File: src/rtl/uart_rx_pkg.sv
// Shared definitions for the oversampling UART receiver: the receiver state
// encoding, the default data width and the 3-sample majority vote.
package uart_rx_pkg;

    localparam int DATA_W = 8;

    typedef enum logic [2:0] {
        IDLE   = 3'd0,
        START  = 3'd1,
        DATA   = 3'd2,
        PARITY = 3'd3,
        STOP   = 3'd4
    } state_t;

    // Majority of three line samples; rejects a single-sample disturbance.
    function automatic logic maj3(input logic [2:0] s);
        return (s[0] & s[1]) | (s[0] & s[2]) | (s[1] & s[2]);
    endfunction

endpackage

File: src/rtl/uart_rx_fsm.sv
// Frame sequencer for the UART receiver. Timing strobes (sample point, end
// of bit period, last data bit) and the voted bit value come from the top.
module uart_rx_fsm
    import uart_rx_pkg::*;
(
    input  logic   clk,
    input  logic   rst_n,
    input  logic   rx_in,
    input  logic   par_en,
    input  logic   sample_pt,
    input  logic   bit_val,
    input  logic   bit_end,
    input  logic   last_bit,
    output state_t current_state
);

    // State register: walks start, data, optional parity and stop bit of each frame.
    always_ff @(posedge clk or negedge rst_n) begin
        if (!rst_n) begin
            current_state <= IDLE;
        end else begin
            case (current_state)
                IDLE: begin
                    if (!rx_in) current_state <= START;
                end
                START: begin
                    // A start bit that votes high was a glitch: abandon it at once.
                    if (sample_pt && bit_val) current_state <= IDLE;
                    else if (bit_end)         current_state <= DATA;
                end
                DATA: begin
                    if (bit_end && last_bit) current_state <= par_en ? PARITY : STOP;
                end
                PARITY: begin
                    if (bit_end) current_state <= STOP;
                end
                STOP: begin
                    // A low line at the end of the stop bit is taken as the next start.
                    if (bit_end) current_state <= rx_in ? IDLE : START;
                end
                default: current_state <= IDLE;
            endcase
        end
    end

endmodule

File: src/rtl/uart_rx.sv
// Oversampling UART receiver: 1 start bit, DATA_W data bits LSB first,
// optional parity bit, 1 stop bit. The clock runs at prescale x baud.
module uart_rx
    import uart_rx_pkg::*;
#(
    parameter int DATA_W  = 8,
    parameter int PRESC_W = 6
) (
    input  logic               clk,
    input  logic               rst_n,
    input  logic               RX_IN,
    input  logic               PAR_EN,
    input  logic               PAR_TYP,
    input  logic [PRESC_W-1:0] prescale,
    output logic [DATA_W-1:0]  P_DATA,
    output logic               par_err,
    output logic               stp_err,
    output logic               data_valid
);

    localparam int CNT_W = $clog2(DATA_W);

    state_t             current_state_s;
    logic [PRESC_W-1:0] edge_cnt_r;
    logic [CNT_W-1:0]   bit_cnt_r;
    logic [2:0]         samples_r;
    logic [PRESC_W-1:0] half_s;
    logic [PRESC_W-1:0] samp_lo_s;
    logic [PRESC_W-1:0] samp_hi_s;
    logic [PRESC_W-1:0] decide_s;
    logic [PRESC_W-1:0] last_edge_s;
    logic               sample_pt_s;
    logic               bit_end_s;
    logic               last_bit_s;
    logic               bit_val_s;
    logic               exp_par_s;

    // Decode sample positions from the live prescale and the voted bit value.
    always_comb begin
        half_s      = prescale >> 1;
        samp_lo_s   = half_s - PRESC_W'(1);
        samp_hi_s   = half_s + PRESC_W'(1);
        decide_s    = half_s + PRESC_W'(2);
        last_edge_s = prescale - PRESC_W'(1);
        sample_pt_s = (edge_cnt_r == decide_s);
        bit_end_s   = (edge_cnt_r == last_edge_s);
        last_bit_s  = (bit_cnt_r == CNT_W'(DATA_W - 1));
        bit_val_s   = maj3(samples_r);
        exp_par_s   = PAR_TYP ? ~^P_DATA : ^P_DATA;
    end

    // Position within the current bit period; the start-detect cycle counts as edge 0.
    always_ff @(posedge clk or negedge rst_n) begin
        if (!rst_n) begin
            edge_cnt_r <= {PRESC_W{1'b0}};
        end else if (current_state_s == IDLE) begin
            edge_cnt_r <= RX_IN ? {PRESC_W{1'b0}} : PRESC_W'(1);
        end else if ((current_state_s == START) && sample_pt_s && bit_val_s) begin
            edge_cnt_r <= {PRESC_W{1'b0}};
        end else if (bit_end_s) begin
            edge_cnt_r <= {PRESC_W{1'b0}};
        end else begin
            edge_cnt_r <= edge_cnt_r + PRESC_W'(1);
        end
    end

    // Index of the data bit currently being received; idle at 0 outside DATA.
    always_ff @(posedge clk or negedge rst_n) begin
        if (!rst_n) begin
            bit_cnt_r <= {CNT_W{1'b0}};
        end else if (current_state_s != DATA) begin
            bit_cnt_r <= {CNT_W{1'b0}};
        end else if (bit_end_s) begin
            bit_cnt_r <= last_bit_s ? {CNT_W{1'b0}} : bit_cnt_r + CNT_W'(1);
        end
    end

    // Capture the line at the three edges straddling mid-bit for the majority vote.
    always_ff @(posedge clk or negedge rst_n) begin
        if (!rst_n) begin
            samples_r <= 3'b000;
        end else if (current_state_s != IDLE) begin
            if (edge_cnt_r == samp_lo_s) samples_r[0] <= RX_IN;
            if (edge_cnt_r == half_s)    samples_r[1] <= RX_IN;
            if (edge_cnt_r == samp_hi_s) samples_r[2] <= RX_IN;
        end
    end

    // Deserialiser, parity/stop checks and the frame-good strobe.
    always_ff @(posedge clk or negedge rst_n) begin
        if (!rst_n) begin
            P_DATA     <= {DATA_W{1'b0}};
            par_err    <= 1'b0;
            stp_err    <= 1'b0;
            data_valid <= 1'b0;
        end else begin
            data_valid <= 1'b0;
            case (current_state_s)
                START: begin
                    if (sample_pt_s && !bit_val_s) begin
                        par_err <= 1'b0;
                        stp_err <= 1'b0;
                    end
                end
                DATA: begin
                    if (sample_pt_s) P_DATA <= {bit_val_s, P_DATA[DATA_W-1:1]};
                end
                PARITY: begin
                    if (sample_pt_s) par_err <= (bit_val_s != exp_par_s);
                end
                STOP: begin
                    if (sample_pt_s) stp_err <= ~bit_val_s;
                    if (bit_end_s)   data_valid <= ~par_err & ~stp_err;
                end
                default: begin
                end
            endcase
        end
    end

    uart_rx_fsm u_fsm (
        .clk           (clk),
        .rst_n         (rst_n),
        .rx_in         (RX_IN),
        .par_en        (PAR_EN),
        .sample_pt     (sample_pt_s),
        .bit_val       (bit_val_s),
        .bit_end       (bit_end_s),
        .last_bit      (last_bit_s),
        .current_state (current_state_s)
    );

endmodule

File: config.mk
export PLATFORM = sky130hd
export DESIGN_NAME = uart_rx
export DESIGN_NICKNAME = d
export VERILOG_FILES = /design/src/rtl/uart_rx_pkg.sv /design/src/rtl/uart_rx_fsm.sv /design/src/rtl/uart_rx.sv
export SDC_FILE = /design/constraint.sdc
export NUM_CORES = 1
export LEC_CHECK = 0
export BUFFER_PORTS_ARGS = -buffer_cell sky130_fd_sc_hd__buf_4
export CORE_MARGIN = 3
export CORE_UTILIZATION = 29
export DETAILED_ROUTE_END_ITERATION = 10
export GPL_TIMING_DRIVEN = 0
export SLEW_MARGIN = 25
export SYNTH_ARGS = -nofsm -noshare
export SYNTH_HDL_FRONTEND = slang
export SYNTH_HIERARCHICAL = 1
export SYNTH_SLANG_ARGS = --single-unit
File: constraint.sdc
create_clock -name clk -period 5.2 [get_ports clk]
set_input_delay 0 -clock clk [delete_from_list [all_inputs] [get_ports clk]]
set_output_delay 0 -clock clk [all_outputs]
set_load 0.01 [all_outputs]
==> summary.md <==
| Metric | Value |
|---|---|
| CTS max path bufs | 2 |
| Period utilization | 42.6% |
| Avg Inst Size Synth | 9.86 sq um |
| Post-synth EDFFs | 0 |
| Die width | 87.4 um |
| R2R Setup Slk | 2.98 ns |
| First-pass GRT wire length | 6980 um |
| Crit path cell chain | clkbuf_2, nor3_2, or4_1, nor4_2, mux2_1 |
| Ant. Diodes | 0 |
| Clk pin slew, worst setup/hold paths | 0.09 ns |
| Vias/cell | 4.94 |
| Min-delay worst type | input port to register |
| CTS tree | built |
| Final setup viols | 0 |
| Num ports | 22 |
| Initial antenna violation count | 0 |
| CP max stage delay | 0.55 ns |
| CP Class | register to register |
| # placed instances | 292 |
| DRC viols | 0 |
| Final worst path period need | 2.22 ns |
| VDD IR max | 0.136 mV |
| DRT Pass-1 Iters | 4 |
| DIE HEIGHT | 87.4 um |
| Slew Limit Fails | 0 |
| Fmax | 451 MHz |
| Final Wtd Congestion | 0.828 |
| Via count | 1472 |
| Setup TNS | 0 ns |
| Syn-to-layout area delta | 17.6% |
| Crit path buf inv count | 1 |
| Yosys cell types | 52 |
| Crit-path leading delay family | simple AND/OR/NAND/NOR gates |
| Drt total wl | 3970 um |
| Post-synthesis async set-or-reset flop share | 100% |
| Vias in the first global route | 1465 |
| Worst skew pair latency | 0.27 ns |
| Crit path DAT | 2.37 ns |
| Relative slew margins | 56.9% |
| Yosys Warn Count | 6 |
| Post-synthesis cell count | 195 |
| Starting Density | 30.1% |
| Crit end category | register |
| Setup Skew | 0.00376 ns |
| TritonCTS sink count | 26 |
| Status | completed |
| Initial DRC count | 62 |
| Top FF cell, synth | dfrtp_1 |
| Synth Register Bits | 26 |
| Core Box Area | 0.00639 sq mm |
| Filler cells | 657 |
| Standard-cell rows | 29 |
| Final ANT Viol Nets | 0 |
| WL/cell | 13.3 um |
| MaxCap Viol Count | 0 |
| Leak Pwr | 1.01 nW |
| Final Hold Fails | 0 |
| CTS root buf | clkbuf_8 |
| Detailed placer's ending HPWL | 3060 um |
| Nets | 243 |
| Fraction of layout cells with a size suffix above 1 | 23.1% |
| Total Die Area | 0.00764 sq mm |
| TritonCTS buffer count | 3 |
| Pin count of the biggest net entering global routing | 27 |
| GRT Total Usage | 11.2% |
| Worst-path maximum fanout | 10 |
| Sequential fraction of the synthesis area | 33.8% |
| CTS H-tree lvls | 1 |
| Grt ovf | 0 |
| Slowest CP cell | or4_1 |
| Crit path required time | 5.36 ns |
| Mapped Area | 0.00192 sq mm |
| CP Launch Type | register |
| RSZ-0062 raised after global routing | false |
| Power per cell area | 364 mW/mm^2 |
| Slew @ Worst Pin | 0.643 ns |
| PortBufs | 20 |
| Mapped Nets | 216 |
| Fin cells | 298 |
## Yosys cell counts (all sizes together) (2+ instances only)
cell type / number / area [sq um]
o21ai: 5 / 25.0
inv: 7 / 26.3
nand4b: 2 / 17.5
nand4: 2 / 12.5
nand3: 6 / 42.5
xor2: 15 / 131
ha: 10 / 125
a31oi: 3 / 18.8
o211ai: 2 / 15.0
clkbuf: 2 / 8.75
and3: 2 / 13.8
a21boi: 3 / 22.5
nand2: 10 / 37.5
o22ai: 2 / 12.5
dfrtp: 26 / 651
nor3: 9 / 50.1
a21oi: 6 / 30.0
buf: 7 / 50.1
nor2: 12 / 45.0
o2111ai: 2 / 17.5
nor2b: 3 / 18.8
nand2b: 8 / 57.6
mux2: 11 / 124
xnor2: 20 / 183
or4: 2 / 15.0
## cell usage in the layout (no fill, tap or decap), types with 2 or more instances in the layout
cell type      count
inv_1              7
nand2_1           10
a21oi_1            6
nand3_1            5
dlygate4sd3_1      2
ha_1              10
o22ai_1            2
a21boi_0           3
dfrtp_1           26
nand2b_1           7
nand4b_1           2
nand4_1            2
xnor2_1           19
nor2_1            12
o2111ai_1          2
buf_6              2
mux2_2            10
o211ai_1           2
nor3_1             8
a31oi_1            3
xor2_1            15
nor2b_1            3
buf_4             21
clkbuf_8           3
buf_2              4
o21ai_0            5
or4_1              2
## layer usage
layer  track usage (%)  wire, um  part of all wire [%]  up-vias
met1              16.3      1930                    49      702
met4              1.67        11                  0.28        0
li1                  -         -                     -      752
met2              17.1      1880                    47       16
met3              2.46       152                   3.8        2
met5                 0         0                     0        -
## worst paths after layout
kind	start	cells past startpoint	to
max	u_fsm/current_state[1]$_DFFE_PN0P_	5	samples_r[2]$_DFFE_PN0P_
min	PAR_EN	3	u_fsm/current_state[0]$_DFFE_PN0P_
max reg2reg	u_fsm/current_state[1]$_DFFE_PN0P_	5	samples_r[2]$_DFFE_PN0P_
min reg2reg	stp_err$_DFFE_PN0P_	1	data_valid$_DFF_PN0_
max in group asynchronous	rst_n	2	P_DATA[4]$_DFFE_PN0P_
min in group asynchronous	rst_n	2	bit_cnt_r[2]$_DFFE_PN0P_
## worst register-to-register path, cell delays in order (launching register included)
cell and delay [ns]:
dfrtp_1 0.48, clkbuf_2 0.25, nor3_2 0.14, or4_1 0.55, nor4_2 0.34, mux2_1 0.35
## sequential cells by signal (all words and copies together) (netlist names)
name,count
P_DATA,8
edge_cnt_r,6
bit_cnt_r,3
samples_r,3
u_fsm/current_state,3
data_valid,1
par_err,1
stp_err,1
## power by group
part	internal [W]	total (W)	switching [W]
Sequential	0.000242	0.000288	0.0000456
Combinational	0.000167	0.000367	0.000199
Clock	0.000103	0.000169	0.0000660
Total	0.000513	0.000823	0.000311
## logic make-up after synthesis
logic type | synth area share (%)
buffers and inverters | 4.42
adder cells (fa/ha/maj) | 7.03
AND/OR/NAND/NOR | 18.9
flip-flops | 33.8
AO/OA/AOI/OAI | 13.0
multiplexers | 6.44
XOR/XNOR | 16.3
## layout make-up
type                    count  area, sq um  share of cell area, %
plain buffers               9         58.8                   2.60
clock buffers               3         41.3                   1.83
clock inverters             1         30.0                   1.33
inverters                   7         26.3                   1.16
multi-input cells         153         1190                   52.5
flip-flops and latches     26          651                   28.8
well taps                  77         96.3                   4.26
repair buffers             22          170                   7.53
## through the flow
step           power (W)  hold WS, ns  setup WS, ns  cell area, sq um  utilization (%)
6_report        0.000823       0.0492          2.98              2260             35.4
5_1_grt         0.000890       0.0512          2.89              2260             35.4
4_1_cts         0.000830       0.0439          2.98              2260             35.4
3_5_place_dp    0.000658      -0.0684          2.99              2170             34.0
3_3_place_gp    0.000651      -0.0644          2.99              2170             34.0
2_1_floorplan   0.000572       -0.296          3.24              1920                -
## timing repair
item / in CTS / in global routing
hold buffers: 2 / 0
setup buffers: 0 / 0
hold endpoints to repair: 27 / 0
gates resized for setup: 0 / 0
Power figures use the tool's default switching activity.
